$ cat src/rtl/kronos_result_stage.sv
// rtl/kronos_result_stage.sv - kronos CV-X-IF result stage: issue-tag pairing, partial hold, result buffering
//
// kronos_result_fifo: a synchronous FIFO whose pointers carry an extra wrap bit.
//   clk, rst         clock, synchronous active-high reset
//   push, push_data  write one entry; the caller only pushes when there is room
//   pop              drop the head entry; the caller only pops when not empty
//   head             current head entry (not meaningful while empty)
//   full, empty      occupancy flags
//   count            number of stored entries
//
// kronos_result_stage: returns finished coprocessor instructions to the core.
//   clk_i, rst_i                        clock, synchronous active-high reset
//   save_rd_i, issue_id_i, issue_rd_i   tag capture from the issue stage
//   done_i, continued_i                 EX completion strobe and partial flag
//   result_reg_en_i, ex_result_i        EX result and partial-register load enable
//   partial_o                           held partial result, fed back to EX
//   issue_stall_o                       issue stage must stop accepting
//   result_valid_o, result_ready_i      X-IF result handshake
//   result_id_o, result_rd_o,
//   result_data_o, result_we_o          X-IF result payload, zero while idle
//   err_o                               sticky protocol error

module kronos_result_fifo #(
    parameter int unsigned WIDTH = 8,
    parameter int unsigned DEPTH = 2
) (
    input  logic                       clk,
    input  logic                       rst,
    input  logic                       push,
    input  logic [WIDTH-1:0]           push_data,
    input  logic                       pop,
    output logic [WIDTH-1:0]           head,
    output logic                       full,
    output logic                       empty,
    output logic [$clog2(DEPTH):0]     count
);
    localparam int unsigned AW = $clog2(DEPTH);
    localparam logic [AW:0] PTR_ONE = {{AW{1'b0}}, 1'b1};

    logic [WIDTH-1:0] mem [DEPTH];
    logic [AW:0]      wr_ptr;
    logic [AW:0]      rd_ptr;

    always_ff @(posedge clk) begin
        if (rst) begin
            wr_ptr <= '0;
            rd_ptr <= '0;
        end else begin
            if (push) begin
                wr_ptr <= wr_ptr + PTR_ONE;
            end
            if (pop) begin
                rd_ptr <= rd_ptr + PTR_ONE;
            end
        end
    end

    // Storage carries no reset; stale contents are never observed because
    // the head is only consumed while the FIFO is non-empty.
    always_ff @(posedge clk) begin
        if (push) begin
            mem[wr_ptr[AW-1:0]] <= push_data;
        end
    end

    assign head  = mem[rd_ptr[AW-1:0]];
    assign empty = (wr_ptr == rd_ptr);
    // Same slot index but opposite lap: the writer is a full lap ahead.
    assign full  = (wr_ptr[AW] != rd_ptr[AW]) && (wr_ptr[AW-1:0] == rd_ptr[AW-1:0]);
    assign count = wr_ptr - rd_ptr;
endmodule

module kronos_result_stage #(
    parameter int unsigned TAG_DEPTH = 4,
    parameter int unsigned RES_DEPTH = 2,
    parameter int unsigned XLEN      = 32
) (
    input  logic            clk_i,
    input  logic            rst_i,
    input  logic            save_rd_i,
    input  logic [3:0]      issue_id_i,
    input  logic [4:0]      issue_rd_i,
    input  logic            done_i,
    input  logic            continued_i,
    input  logic            result_reg_en_i,
    input  logic [XLEN-1:0] ex_result_i,
    output logic [XLEN-1:0] partial_o,
    output logic            issue_stall_o,
    output logic            result_valid_o,
    input  logic            result_ready_i,
    output logic [3:0]      result_id_o,
    output logic [4:0]      result_rd_o,
    output logic [XLEN-1:0] result_data_o,
    output logic            result_we_o,
    output logic            err_o
);
    localparam int unsigned TAW    = $clog2(TAG_DEPTH);
    localparam int unsigned RAW    = $clog2(RES_DEPTH);
    localparam int unsigned SW     = ((TAW > RAW) ? TAW : RAW) + 2;
    localparam int unsigned TAG_W  = 4 + 5;
    localparam int unsigned RES_W  = 4 + 5 + XLEN + 1;

    typedef struct packed {
        logic [3:0] id;
        logic [4:0] rd;
    } tag_t;

    typedef struct packed {
        logic [3:0]      id;
        logic [4:0]      rd;
        logic [XLEN-1:0] data;
        logic            we;
    } res_t;

    // Tag queue
    tag_t           tag_in;
    tag_t           tag_head;
    logic           tag_push;
    logic           tag_pop;
    logic           tag_full;
    logic           tag_empty;
    logic [TAW:0]   tag_count;

    // Result queue
    res_t           res_in;
    res_t           res_head;
    logic           res_push;
    logic           res_pop;
    logic           res_full;
    logic           res_empty;
    logic [RAW:0]   res_count;

    logic           final_done;
    logic           partial_done;
    logic           err_event;
    logic [SW-1:0]  occupancy;
    logic [XLEN-1:0] partial_q;
    logic           err_q;

    assign final_done   = done_i && !continued_i;
    assign partial_done = done_i && continued_i;

    // A push into a full tag queue is simply lost; there is no same-cycle
    // pop exception here because issue stalls long before this can happen.
    assign tag_in   = '{id: issue_id_i, rd: issue_rd_i};
    assign tag_push = save_rd_i && !tag_full;
    // Only a tag that was already stored can be paired; a tag arriving in the
    // same cycle is not forwarded to the completion.
    assign tag_pop  = final_done && !tag_empty;

    assign res_pop  = !res_empty && result_ready_i;
    assign res_in   = '{id: tag_head.id, rd: tag_head.rd, data: ex_result_i, we: 1'b1};
    // A full result queue still takes the entry when its head leaves this cycle.
    assign res_push = tag_pop && (!res_full || res_pop);

    kronos_result_fifo #(
        .WIDTH (TAG_W),
        .DEPTH (TAG_DEPTH)
    ) u_tag_fifo (
        .clk       (clk_i),
        .rst       (rst_i),
        .push      (tag_push),
        .push_data (tag_in),
        .pop       (tag_pop),
        .head      (tag_head),
        .full      (tag_full),
        .empty     (tag_empty),
        .count     (tag_count)
    );

    kronos_result_fifo #(
        .WIDTH (RES_W),
        .DEPTH (RES_DEPTH)
    ) u_res_fifo (
        .clk       (clk_i),
        .rst       (rst_i),
        .push      (res_push),
        .push_data (res_in),
        .pop       (res_pop),
        .head      (res_head),
        .full      (res_full),
        .empty     (res_empty),
        .count     (res_count)
    );

    // Partial register for the first half of a rol32 pair; only a partial
    // completion may load it.
    always_ff @(posedge clk_i) begin
        if (rst_i) begin
            partial_q <= '0;
        end else if (partial_done && result_reg_en_i) begin
            partial_q <= ex_result_i;
        end
    end

    assign err_event = (save_rd_i && tag_full)
                     || (final_done && tag_empty)
                     || (tag_pop && res_full && !res_pop);

    always_ff @(posedge clk_i) begin
        if (rst_i) begin
            err_q <= 1'b0;
        end else if (err_event) begin
            err_q <= 1'b1;
        end
    end

    // Reserve a result slot for every instruction in flight: EX cannot be
    // stalled, so issue must stop before outstanding work exceeds the buffer.
    assign occupancy     = SW'(tag_count) + SW'(res_count);
    assign issue_stall_o = (occupancy >= SW'(RES_DEPTH)) || tag_full;

    assign partial_o      = partial_q;
    assign err_o          = err_q;
    assign result_valid_o = !res_empty;
    assign result_id_o    = res_empty ? '0 : res_head.id;
    assign result_rd_o    = res_empty ? '0 : res_head.rd;
    assign result_data_o  = res_empty ? '0 : res_head.data;
    assign result_we_o    = res_empty ? 1'b0 : res_head.we;
endmodule
$ cat config.mk
export PLATFORM = sky130hd
export DESIGN_NAME = kronos_result_stage
export DESIGN_NICKNAME = d
export VERILOG_FILES = /design/src/rtl/kronos_result_stage.sv
export SDC_FILE = /design/constraint.sdc
export NUM_CORES = 1
export LEC_CHECK = 0
export ABC_AREA = 0
export BUFFER_PORTS_ARGS = -buffer_cell sky130_fd_sc_hd__buf_2
export CAP_MARGIN = 20
export CORE_MARGIN = 3
export CORE_UTILIZATION = 40
export CTS_BUF_LIST = sky130_fd_sc_hd__clkbuf_8
export DETAILED_ROUTE_END_ITERATION = 16
export PLACE_DENSITY = 0.69
export SLEW_MARGIN = 20
export SYNTH_ARGS = -nofsm -noshare
export SYNTH_HDL_FRONTEND = slang
export SYNTH_SLANG_ARGS = --single-unit
$ cat constraint.sdc
create_clock -name clk_i -period 5.5 [get_ports clk_i]
set_clock_uncertainty 0.15 [all_clocks]
set_input_delay 1.65 -clock clk_i [delete_from_list [all_inputs] [get_ports clk_i]]
set_output_delay 1.65 -clock clk_i [all_outputs]
set_load 0.03 [all_outputs]
==> flow_summary_export.csv <==
group,metric,value,unit
run_status,status,"completed",
sta,slew_headroom,38.5,%
critical_path,cp_slowest_stage_delay,510,ps
critical_path,cp_slowest_cell,"fa_1",
placement,dpl.cell_count,773,
power_and_ir_drop,pwr_density_cell,378,nW/um2
detailed_routing,routed_via_density,4.75,
power_and_ir_drop,total_power,2.88,mW
global_routing,grt_pass1_wl,20300,um
detailed_routing,drc_errors,0,
detailed_routing,drtAntennaViolNets,0,
critical_path,critical_path.top_delay_family,"adder cells",
final_layout,syn2layout_area_growth,20.3,%
synth,ys_types,33,
sta,period_needed,4620,ps
detailed_routing,drt_wl_total,12700,um
floorplanning,die_x,132,um
global_routing,antenna_found_initial,0,
global_routing,first_global_vias,3948,
sta,finalHoldViolCount,0,
final_layout,fill_cells,1336,
floorplanning,die_area,17400,um2
critical_path,critPathMostFrequentCell,"inv_1",
floorplanning,floorplan.initialDensity,41.3,%
critical_path,worstPathMaxFanout,4,
cts,clk_path_buf_depth,2,
final_layout,nets,641,
placement,place_ws,1350,ps
final_layout,drive_gt1_share,29.3,%
cts,worstSkewPairLatency,440,ps
detailed_routing,dr.pass1.iters,7,
critical_path,crit_type,"reg -> out",
synth,syn-num-nets,517,
cts,postCtsSetupRepairBufs,0,
sta,setup_ws,877,ps
critical_path,path_buf_inv,4,
cts,clock_sinks,164,
global_routing,grt-ovfl-total,0,
cts,cts-htree-levels,4,
critical_path,setup.worst_path.start_class,"flip-flop",
synth,syn_area_per_cell,13.8,um2
sta,timing.setup.tns,0,ps
job,maxCapViolations,0,
sta,whs,304,ps
placement,gp_congestion,0.762,
detailed_routing,wl_per_cell,15.8,um
cts,cts.clk_slew.worst_paths,80,ps
synth,yosysWarnings,0,
sta,finalCritPeriodShare,84.1,%
floorplanning,core,15300,um2
synth,netlist_instances,457,
synth,yosysSeqAreaShare,70.6,%
floorplanning,die_h,132,um
sta,finalSetupViolCount,0,
global_routing,grt_use_total,15.1,%
sta,timing.fmax,216,MHz
critical_path,crit_chain,"inv_1, ha_1, inv_1, fa_1, inv_1, fa_1, a2111oi_0, o211ai_1, buf_2",
sta,rsz0062_at_grt,"no",
cts,clockRootBuffer,"clkbuf_8",
sta,final_max_slew_viol_count,0,
floorplanning,io_pins,125,
cts,cts_hold_buf,0,
placement,hpwlAfterDp,8590,um
synth,netlist_area,6330,um2
critical_path,arrival,2820,ps
floorplanning,rows,45,
hold_path,hp-class,"reg -> reg",
global_routing,grt_max_degree,48,
cts,ctsResizeCount,0,
cts,cts_tree,"built",
power_and_ir_drop,leakage,2.88,nW
critical_path,required,3700,ps
critical_path,cp-end-kind,"output port",
cts,numCtsBuffers,17,
power_and_ir_drop,peakVddDrop,0.000153,V
detailed_routing,num_vias,3825,
final_layout,layout.cells.non_filler,805,
sta,worst_pin_slew,921,ps
synth,ys_ff_latch,164,
placement,placed_area,7160,um2
placement,io_buffers,124,
final_layout,final_area,7610,um2
detailed_routing,drt-initial-drc-count,215,
final_layout,diodes,0,
final_layout,final_util,49.7,%
## routing by layer
layer | track usage, % | up-vias | routed length [um]
li1 | - | 1854 | -
met1 | 18.5 | 1833 | 5450
met2 | 24.6 | 118 | 6220
met3 | 4.89 | 20 | 754
met4 | 6.42 | 0 | 284
met5 | 0 | - | 0
## area by class of cell
type	count	area [um2]	share of cell area, %
timing repair buffer	130	666	8.74
sequential	164	4470	58.7
clock buffer	22	303	3.98
multi-input combinational	255	1710	22.5
clock inverter	10	153	2.01
tap	211	264	3.47
inverter	13	48.8	0.641
## report_power, final
| part | internal, mW | switching (mW) |
|---|---|---|
| sequential | 1.38 | 0.0393 |
| combinational | 0.158 | 0.338 |
| clock | 0.552 | 0.408 |
## tightest hold or removal path: stages (launching register included)
cell	delay, ps
dfxtp_1	310
nand2_1	50
a21oi_1	50
## kinds of logic after synthesis
logic type	synth area share, %
buffers and inverters	2.47
DFF	70.6
adders and majority gates	2.61
AOI/OAI and AO/OA	3.96
and+or+nand+nor	8.70
xor gates and xnor gates	1.50
muxes	10.2
## flip-flops by register name (all words and copies together) (netlist names), named ones only
signal and flops:
u_tag_fifo.rd_ptr 3, u_res_fifo.mem 82, partial_o 32, u_res_fifo.wr_ptr 2
u_tag_fifo.wr_ptr 3, u_tag_fifo.mem 36, err_o 1, u_res_fifo.rd_ptr 2
## placed cells by master, fill, tap and decap left out, types with 2 or more instances in the layout
cell and instances:
a21oi_1 34, and2_1 7, buf_2 124, buf_4 6, bufinv_16 4, clkbuf_8 22
dfxtp_1 45, edfxtp_1 118, fa_1 2, ha_1 10, inv_1 16, mux2i_1 43
mux4_2 9, nand2_1 67, nand2b_1 2, nand3_1 2, nor2_1 53, nor2_4 2
nor2b_1 2, o211ai_1 2, xnor2_1 6, xor2_1 3
## cells in the mapped netlist
cell,instances,area share (%)
edfxtp_1,118,56
nand2_1,67,4.0
nor2_1,54,3.2
dfxtp_1,46,15
mux2i_1,43,6.8
a21oi_1,34,2.7
clkbuf_1,15,0.89
inv_1,13,0.77
ha_1,10,2.0
mux4_2,9,3.2
buf_2,8,0.63
and2_1,7,0.69
xnor2_1,6,0.83
xor2_1,3,0.42
fa_1,2,0.63
nand2b_1,2,0.20
nand3_1,2,0.16
nor2b_1,2,0.20
o211ai_1,2,0.24
a2111oi_0,1,0.14
a211oi_1,1,0.12
a21boi_2,1,0.18
a31oi_1,1,0.099
and3_1,1,0.099
buf_1,1,0.059
buf_4,1,0.12
mux2_1,1,0.18
nor2_4,1,0.18
o21ai_0,1,0.079
o21ai_1,1,0.079
o221ai_2,1,0.24
o22ai_1,1,0.099
xor2_2,1,0.26
## worst paths after layout
check | startpoint | to | slack (ps) | cells past startpoint
max reg2reg | u_res_fifo.wr_ptr[0] | u_res_fifo.mem[1][0] | 2760 | 6
min reg2reg | partial_o[17] | partial_o[17] | 300 | 2
min | partial_o[17] | partial_o[17] | 300 | 2
max | u_tag_fifo.wr_ptr[0] | issue_stall_o | 880 | 9
Note: power is estimated with default switching activity, not from simulation.
